$ cat config.mk
export PLATFORM = sky130hd
export DESIGN_NAME = mac_seq_ctrl
export DESIGN_NICKNAME = d
export VERILOG_FILES = /design/src/rtl/mac_ctrl_pkg.sv /design/src/rtl/mac_watchdog.sv /design/src/rtl/mac_seq_ctrl.sv
export SDC_FILE = /design/constraint.sdc
export NUM_CORES = 1
export LEC_CHECK = 0
export CAP_MARGIN = 20
export CELL_PAD_IN_SITES_DETAIL_PLACEMENT = 0
export CELL_PAD_IN_SITES_GLOBAL_PLACEMENT = 1
export CORE_MARGIN = 5
export CORE_UTILIZATION = 25
export CTS_BUF_LIST = sky130_fd_sc_hd__clkbuf_8
export DETAILED_ROUTE_END_ITERATION = 10
export GPL_TIMING_DRIVEN = 0
export PLACE_DENSITY = 0.68
export SYNTH_ARGS = -nofsm -noshare
export SYNTH_HDL_FRONTEND = slang
export SYNTH_SLANG_ARGS = --single-unit
$ cat constraint.sdc
create_clock -name clk -period 2.3 [get_ports clk]
set_clock_uncertainty 0.1 [all_clocks]
set_input_delay 0.46 -clock clk [delete_from_list [all_inputs] [get_ports clk]]
set_output_delay 0.46 -clock clk [all_outputs]
set_load 0.05 [all_outputs]
$ cat src/rtl/mac_ctrl_pkg.sv
// Shared types and constants for the MAC sequencer family.
package mac_ctrl_pkg;

    typedef enum logic [2:0] {
        IDLE    = 3'd0,
        CLEAR   = 3'd1,
        FETCH   = 3'd2,
        ISSUE   = 3'd3,
        WAIT    = 3'd4,
        CAPTURE = 3'd5,
        RESULT  = 3'd6
    } mac_seq_state_t;

    // Operand width of the signed MAC datapath.
    localparam int OPND_W        = 8;
    // Default accumulator / result width; must match the attached MAC.
    localparam int ACC_W_DEFAULT = 32;

endpackage

$ cat src/rtl/mac_watchdog.sv
// Saturating per-operation watchdog. 'expired' is high during the cycle in
// which the number of consecutive enabled cycles reaches TIMEOUT, so the
// owner can leave its wait state on exactly the TIMEOUT-th cycle.
module mac_watchdog #(
    parameter int TIMEOUT = 16
) (
    input  logic clk,
    input  logic reset,
    input  logic clr,
    input  logic en,
    output logic expired
);

    localparam int              CNT_W    = $clog2(TIMEOUT + 1);
    localparam logic [CNT_W-1:0] CNT_MAX  = CNT_W'(TIMEOUT);
    localparam logic [CNT_W-1:0] CNT_LAST = CNT_W'(TIMEOUT - 1);
    localparam logic [CNT_W-1:0] CNT_ONE  = CNT_W'(1);

    logic [CNT_W-1:0] count_r;

    // Count enabled cycles since the last clear, holding at TIMEOUT.
    always_ff @(posedge clk) begin
        if (reset) begin
            count_r <= '0;
        end else if (clr) begin
            count_r <= '0;
        end else if (en && (count_r != CNT_MAX)) begin
            count_r <= count_r + CNT_ONE;
        end else begin
            count_r <= count_r;
        end
    end

    // The current enabled cycle is counted too, hence the TIMEOUT-1 compare.
    assign expired = en && (count_r >= CNT_LAST);

endmodule

$ cat src/rtl/mac_seq_ctrl.sv
// Dot-product sequencer for one signed MAC: takes a job length, streams
// operand pairs into the MAC one at a time, and returns the accumulator.
module mac_seq_ctrl
    import mac_ctrl_pkg::*;
#(
    parameter int LEN_W   = 8,
    parameter int TIMEOUT = 16,
    parameter int ACC_W   = ACC_W_DEFAULT
) (
    input  logic              clk,
    input  logic              reset,
    input  logic              start,
    input  logic [LEN_W-1:0]  len,
    output logic              busy,
    input  logic              op_valid,
    output logic              op_ready,
    input  logic [OPND_W-1:0] op_a,
    input  logic [OPND_W-1:0] op_b,
    output logic              mac_clear,
    output logic              mac_valid,
    output logic [OPND_W-1:0] mac_a,
    output logic [OPND_W-1:0] mac_b,
    input  logic              mac_done,
    input  logic [ACC_W-1:0]  mac_y,
    output logic              res_valid,
    input  logic              res_ready,
    output logic [ACC_W-1:0]  res_data,
    output logic              res_err
);

    localparam logic [LEN_W-1:0] LEN_ONE = {{(LEN_W-1){1'b0}}, 1'b1};

    mac_seq_state_t   state_r;
    logic [LEN_W-1:0] len_r;
    logic [LEN_W-1:0] cnt_r;
    logic             wd_clr_s;
    logic             wd_en_s;
    logic             wd_expired_s;

    assign wd_clr_s = (state_r == ISSUE);
    assign wd_en_s  = (state_r == WAIT);

    mac_watchdog #(
        .TIMEOUT (TIMEOUT)
    ) u_watchdog (
        .clk     (clk),
        .reset   (reset),
        .clr     (wd_clr_s),
        .en      (wd_en_s),
        .expired (wd_expired_s)
    );

    // Sequencer FSM; every output is registered and updated on the edge
    // that enters the state it belongs to, so outputs track the state.
    always_ff @(posedge clk) begin
        if (reset) begin
            state_r   <= IDLE;
            len_r     <= '0;
            cnt_r     <= '0;
            busy      <= 1'b0;
            op_ready  <= 1'b0;
            mac_clear <= 1'b1;
            mac_valid <= 1'b0;
            mac_a     <= '0;
            mac_b     <= '0;
            res_valid <= 1'b0;
            res_data  <= '0;
            res_err   <= 1'b0;
        end else begin
            mac_clear <= 1'b0;
            mac_valid <= 1'b0;
            case (state_r)
                IDLE: begin
                    if (start) begin
                        len_r     <= len;
                        busy      <= 1'b1;
                        mac_clear <= 1'b1;
                        state_r   <= CLEAR;
                    end else begin
                        busy    <= 1'b0;
                        state_r <= IDLE;
                    end
                end
                CLEAR: begin
                    cnt_r <= '0;
                    if (len_r == '0) begin
                        state_r <= CAPTURE;
                    end else begin
                        op_ready <= 1'b1;
                        state_r  <= FETCH;
                    end
                end
                FETCH: begin
                    if (op_valid) begin
                        mac_a     <= op_a;
                        mac_b     <= op_b;
                        op_ready  <= 1'b0;
                        mac_valid <= 1'b1;
                        state_r   <= ISSUE;
                    end else begin
                        state_r <= FETCH;
                    end
                end
                ISSUE: begin
                    state_r <= WAIT;
                end
                WAIT: begin
                    // A completion on the last cycle before expiry still counts.
                    if (mac_done) begin
                        cnt_r <= cnt_r + LEN_ONE;
                        if ((cnt_r + LEN_ONE) == len_r) begin
                            state_r <= CAPTURE;
                        end else begin
                            op_ready <= 1'b1;
                            state_r  <= FETCH;
                        end
                    end else if (wd_expired_s) begin
                        res_err <= 1'b1;
                        state_r <= CAPTURE;
                    end else begin
                        state_r <= WAIT;
                    end
                end
                CAPTURE: begin
                    res_data  <= (len_r == '0) ? '0 : mac_y;
                    res_valid <= 1'b1;
                    state_r   <= RESULT;
                end
                RESULT: begin
                    if (res_ready) begin
                        res_valid <= 1'b0;
                        res_err   <= 1'b0;
                        busy      <= 1'b0;
                        state_r   <= IDLE;
                    end else begin
                        state_r <= RESULT;
                    end
                end
                default: begin
                    busy      <= 1'b0;
                    op_ready  <= 1'b0;
                    res_valid <= 1'b0;
                    res_err   <= 1'b0;
                    mac_clear <= 1'b1;
                    state_r   <= IDLE;
                end
            endcase
        end
    end

endmodule
# Yosys cells after proc, flatten, opt, wreduce, memory -nomap -nowiden
# Cells that the tools add are included.
totals:
  regBits: 78
  in_bits: 62
  elab_cells: 80
op_classes:
  add_sub_neg: 2
  magnitude_cmp: 1
  eq_ne: 15
  muxes: 25
  bitwise: 5
  n_reduce_logical: 19
ops:
  columns: ["operator", "count"]
  rows:
  - ["32-bit two-way mux", 1]
  - ["3-bit case mux with 7 select lines", 1]
  - ["8-bit case mux with 2 select lines", 1]
  - ["5-bit OR reduction", 3]
  - ["2-bit != test (second input constant)", 7]
  - ["1-bit two-way mux", 12]
  - ["3-bit two-way mux", 4]
  - ["2-bit AND reduction", 5]
  - ["3-bit == test (second input constant)", 3]
  - ["1-bit case mux with 3 select lines", 3]
  - ["8-bit by 1-bit adder with 8-bit output (second input constant)", 1]
  - ["8-bit == test", 1]
  - ["8-bit zero test", 1]
  - ["8-bit two-way mux", 1]
  - ["3-bit by 2-bit == test with 1-bit output (second input constant)", 2]
  - ["6-bit OR reduction", 1]
  - ["5-bit by 1-bit adder with 5-bit output (second input constant)", 1]
  - ["5-bit by 4-bit greater-or-equal comparator with 1-bit output (second input constant)", 1]
  - ["5-bit != test (second input constant)", 1]
  - ["1-bit NOT", 5]
  - ["5-bit AND reduction", 1]
  - ["1-bit case mux with 4 select lines", 1]
  - ["4-bit AND reduction", 1]
  - ["2-bit OR reduction", 2]
  - ["6 further kinds", 7]

# Longest topological paths before layout
depth:
  depth_word: 5
  mapped_depth: 7

# By module
# A second synthesis with hierarchy kept.
unflattened:
  cells_unflattened: 397
  area_unflattened_um2: 3291.9
by_module_without_submodules:
  columns: ["mod", "n_inst", "cells_per_inst", "area_per_inst_um2", "seq_area_each_um2"]
  rows:
  - ["mac_seq_ctrl", 1, 364, 2980.4, 1461.4]
  - ["mac_watchdog", 1, 33, 311.5, 100.1]

# Worst setup path after synthesis
# No wires, ideal clock.
synth_path:
  kind: "register to register"
  from: "register u_watchdog.count_r[0]"
  to: "register state_r[0]"
  setup_time_ns: 0.116
  arrival_time_ns: 1.552
  required_ns: 2.084
  setup_slack_ns: 0.533
  stages_incl_launch_ff: 8
  path_buffers: 0
  path_cell_list: "dfxtp_1 ha_1 and3_1 ha_1 nor2_1 a211oi_1 o41a_1 a31o_1"
synth_between:
  elab_chain_len: 5
synth_rtl:
  columns: ["item", "line_no", "text"]
  rows:
  - ["from (decl)", "mac_watchdog.sv:19", "logic [CNT_W-1:0] count_r;"]
  - ["from (signal assigned)", "mac_watchdog.sv:28", "count_r <= count_r + CNT_ONE;"]
  - ["from (signal assigned)", "mac_watchdog.sv:30", "count_r <= count_r;"]
  - ["5-bit by 4-bit greater-or-equal comparator with 1-bit output", "mac_watchdog.sv:35", "assign expired = en && (count_r >= CNT_LAST);"]
  - ["1-bit logical AND", "mac_watchdog.sv:35", null]
  - ["1-bit two-way mux", "mac_seq_ctrl.sv:117", "end else if (wd_expired_s) begin"]
  - ["3-bit two-way mux", "mac_seq_ctrl.sv:109", "if (mac_done) begin"]
  - ["3-bit case mux with 7 select lines", "mac_seq_ctrl.sv:72", "case (state_r)"]
  - ["to (signal assigned)", "mac_seq_ctrl.sv:112", "state_r <= CAPTURE;"]
  - ["to (signal assigned)", "mac_seq_ctrl.sv:119", "state_r <= CAPTURE;"]
  - ["to (signal assigned)", "mac_seq_ctrl.sv:121", "state_r <= WAIT;"]
  - ["to (decl)", "mac_seq_ctrl.sv:33", "mac_seq_state_t state_r;"]
# Every way passes these cells.
# A chain may end at the register's enable or synchronous reset.

# Final worst setup path
layout_path:
  from: "register op_ready"
  to: "output port op_ready"
layout_lines:
  columns: ["item", "line_no", "text"]
  rows:
  - ["from (decl)", "mac_seq_ctrl.sv:16", "output logic op_ready,"]
  - ["from (signal assigned)", "mac_seq_ctrl.sv:61", "op_ready <= 1'b0;"]
  - ["from (signal assigned)", "mac_seq_ctrl.sv:89", "op_ready <= 1'b1;"]
  - ["from (signal assigned)", "mac_seq_ctrl.sv:97", "op_ready <= 1'b0;"]
# No word-level cell between the ends.

==> qor.csv <==
stage;metric;value;unit
run_status;status;finished clean;
clocking;clockBufferDepth;2;
timing;finalCriticalPeriod;2139;ps
worst_setup_path;critPathLaunchType;register;
worst_setup_path;crit_chain;clkdlybuf4s50_1;
yosys;synth_seq_cells;78;
worst_setup_path;path_class;register to output port;
yosys;synth-compound-area-share;18.38;%
timing;rsz0062_at_grt;false;
clocking;clk_latency;350;ps
worst_setup_path;rr_worst_depth;6;
power;swShare;34.67;%
final_layout;drive_gt1_share;7.706;%
hold_path;min_from;res_data[26];
timing;maxSlewHeadroom;51.02;%
timing;worstMarginPinSlew;732.0;ps
worst_setup_path;crit_path_end;op_ready;
yosys;synth_cell_types;55;
yosys;synth_nets;496;
hold_path;holdPathStages;2;
timing;fin_hold_ws;353.6;ps
worst_setup_path;required;1740;ps
clocking;cts-root-buf;clkbuf_8;
worst_setup_path;cp_data_arrival_time;1580;ps
yosys;netlist_instances;429;
yosys;syn-cell-area;3486;sq um
yosys;synthFlopType;dfxtp_1;
yosys;synthSimpleGateAreaFrac;26.06;%
routing;vias;3407;
placed_design;portBuffers;114;
global_routing;grt_pass1_vias;3434;
yosys;synth_top_family_by_area;simple AND/OR/NAND/NOR gates;
global_routing;grt_usage;13.11;%
routing;wl_per_cell;14.55;um
yosys;synthXorXnorAreaFrac;3.266;%
die;core;13770;sq um
clocking;cts-hold-fix-buffers;0;
worst_setup_path;max_stage_delay;840;ps
worst_setup_path;cp_max_fo;3;
global_routing;grt-ovfl-total;0;
clocking;cts_inserted_buffers;9;
clocking;cts_setup_buffers;0;
routing;detail-route-antenna-nets;0;
power;switching_power;1.136;mW
timing;fmax;467.4;MHz
worst_setup_path;r2r-start;state_r[1];
yosys;synthArstFlopShare;0;%
global_routing;grt_pass1_wl;17.29;mm
power;power_frac_clock;27.6;%
yosys;yosysSeqAreaShare;44.80;%
clocking;cts_resized;0;
timing;finalHoldViolCount;0;
routing;wl;10.74;mm
routing;route.detailed.drc;0;
placed_design;dp_hpwl;8.063;mm
yosys;synth_fa_ha_area_share;2.010;%
power;comb_power_share;27.1;%
power;seq_power_share;45.3;%
timing;finalSetupTns;0;ps
worst_setup_path;r2r_setup_slack;320;ps
yosys;ys.warnings.count;0;
flow_run;drv_cap;0;
hold_path;holdCritPathClass;register to register;
yosys;muxShareOfSynthArea;0;%
power;leakage;1.746;nW
clocking;path_clk_slew;90;ps
routing;drt_iter0_markers;192;
final_layout;syn2layout_area_growth;43.90;%
die;start_util;25.31;%
die;num_rows;43;
timing;fin_crit_sh;93.02;%
die;num_io_pins;116;
final_layout;num-nets-final;621;
routing;dr.pass1.iters;4;
power;power.density;653.0;nW/um^2
clocking;clock_sinks;78;
power;max-vdd-ir-drop;0.0003029;V
yosys;synth_edf_count;0;
placed_design;gp_congestion;0.7876;
worst_setup_path;crit_path_top_delay_cell;clkdlybuf4s50_1;
die;die_area;16400;sq um
die;die_h;128.1;um
die;dieWidth;128.1;um
timing;setup_viol;0;
global_routing;antenna_found_initial;0;
routing;drt-vias-per-instance;4.617;
worst_setup_path;r2r-end;cnt_r[5];
worst_setup_path;critPathLaunch;op_ready;
worst_setup_path;crit_cells;1;
yosys;avgSynthCellArea;8.126;sq um
global_routing;grt_max_degree;14;
power;cellInternalPower;2.140;mW
timing;drv_slew;0;
clocking;htreeDepth;3;
worst_setup_path;crit_buf_inv;1;
worst_setup_path;endpoint_kind;output port;
final_layout;antennaDiodeCount;0;
worst_setup_path;cp_top_family;buffers and inverters;
clocking;cts_tree;yes;
[Yosys cell counts (3+ instances only)]
cell	count	area (sq um)
nand2_1	93	349.1
dfxtp_1	78	1562
a21oi_1	70	350.3
nand3_1	34	170.2
nor2_1	20	75.07
clkbuf_1	17	63.81
o21ai_0	10	50.05
a31oi_1	9	56.30
buf_2	9	45.04
xor2_1	8	70.07
inv_1	6	22.52
xnor2_1	5	43.79
and3_1	4	25.02
ha_1	4	50.05
nand3b_1	4	30.03
buf_4	3	22.52
buf_6	3	33.78
nor3b_1	3	22.52
[cell families after synthesis]
kind of cell / count (synthesis)
AO/OA/AOI/OAI: 109
XOR/XNOR: 13
adder cells (fa/ha/maj): 5
flip-flops: 78
AND/OR/NAND/NOR: 185
buffers and inverters: 39
[power groups by stage]
stage | registers [mW] | logic, mW | clock network [mW]
after global placement | 1.52 | 0.881 | 0
final | 1.48 | 0.888 | 0.905
after CTS | 1.48 | 0.896 | 0.941
after detailed placement | 1.51 | 0.890 | 0
after floorplan | 1.63 | 0.439 | 0
after global routing | 1.49 | 0.976 | 1.01
[final cells by class]
| class | count | area [sq um] |
|---|---|---|
| Fill cell | 1445 | 8757 |
| Multi-Input combinational cell | 312 | 1733 |
| Sequential cell | 78 | 1562 |
| Timing Repair Buffer | 114 | 1141 |
| Tap cell | 180 | 225.2 |
| Buffer | 32 | 165.2 |
| Clock buffer | 9 | 123.9 |
| Clock inverter | 6 | 40.04 |
| Inverter | 7 | 26.28 |
[cells in the final DEF (no fill, tap or decap), types with 3 or more instances in the layout]
cell / n
buf_4: 3
a31oi_1: 9
a21oi_1: 70
xor2_1: 8
clkinv_2: 3
nand2_1: 93
xnor2_1: 5
clkbuf_1: 17
clkbuf_8: 9
o21ai_0: 10
nor2_1: 20
and3_1: 4
dfxtp_1: 78
nand3_1: 34
inv_1: 6
ha_1: 4
clkdlybuf4s50_1: 114
nand3b_1: 4
buf_2: 9
buf_6: 3
nor3b_1: 3
[worst min-delay path by stage]
stage,to,slack [ps]
finish,res_data[26],350
CTS,res_data[26],350
detailed placement,res_data[26],340
global placement,res_data[26],340
floorplan,len_r[5],360
global route,res_data[10],370
[per-layer routing]
metal  GRT usage, %  part of all wire (%)  vias up
met1          16.31                    45     1585
met3          4.042                   6.9       12
met2          20.67                    47       85
met5              0                     0        -
met4          6.180                   1.8        0
li1               -                     -     1725
[stage by stage]
step	setup slack [ps]	instances	util [%]	area, sq um	power [mW]
5_1_grt	91.80	738	36.42	5016	3.480
3_5_place_dp	33.42	723	35.23	4852	2.404
4_1_cts	134.4	738	36.42	5016	3.320
3_3_place_gp	86.40	723	35.23	4852	2.396
6_report	160.5	738	36.42	5016	3.275
2_1_floorplan	532.7	429	-	3486	2.066
[sequential cells by signal, indices dropped and copies added (netlist names)]
| signal | count |
|---|---|
| busy | 1 |
| cnt_r | 8 |
| len_r | 8 |
| mac_a | 8 |
| mac_b | 8 |
| mac_clear | 1 |
| mac_valid | 1 |
| op_ready | 1 |
| res_data | 32 |
| res_err | 1 |
| res_valid | 1 |
| state_r | 3 |
| u_watchdog.count_r | 5 |
Note: power is estimated with default switching activity, not from simulation.
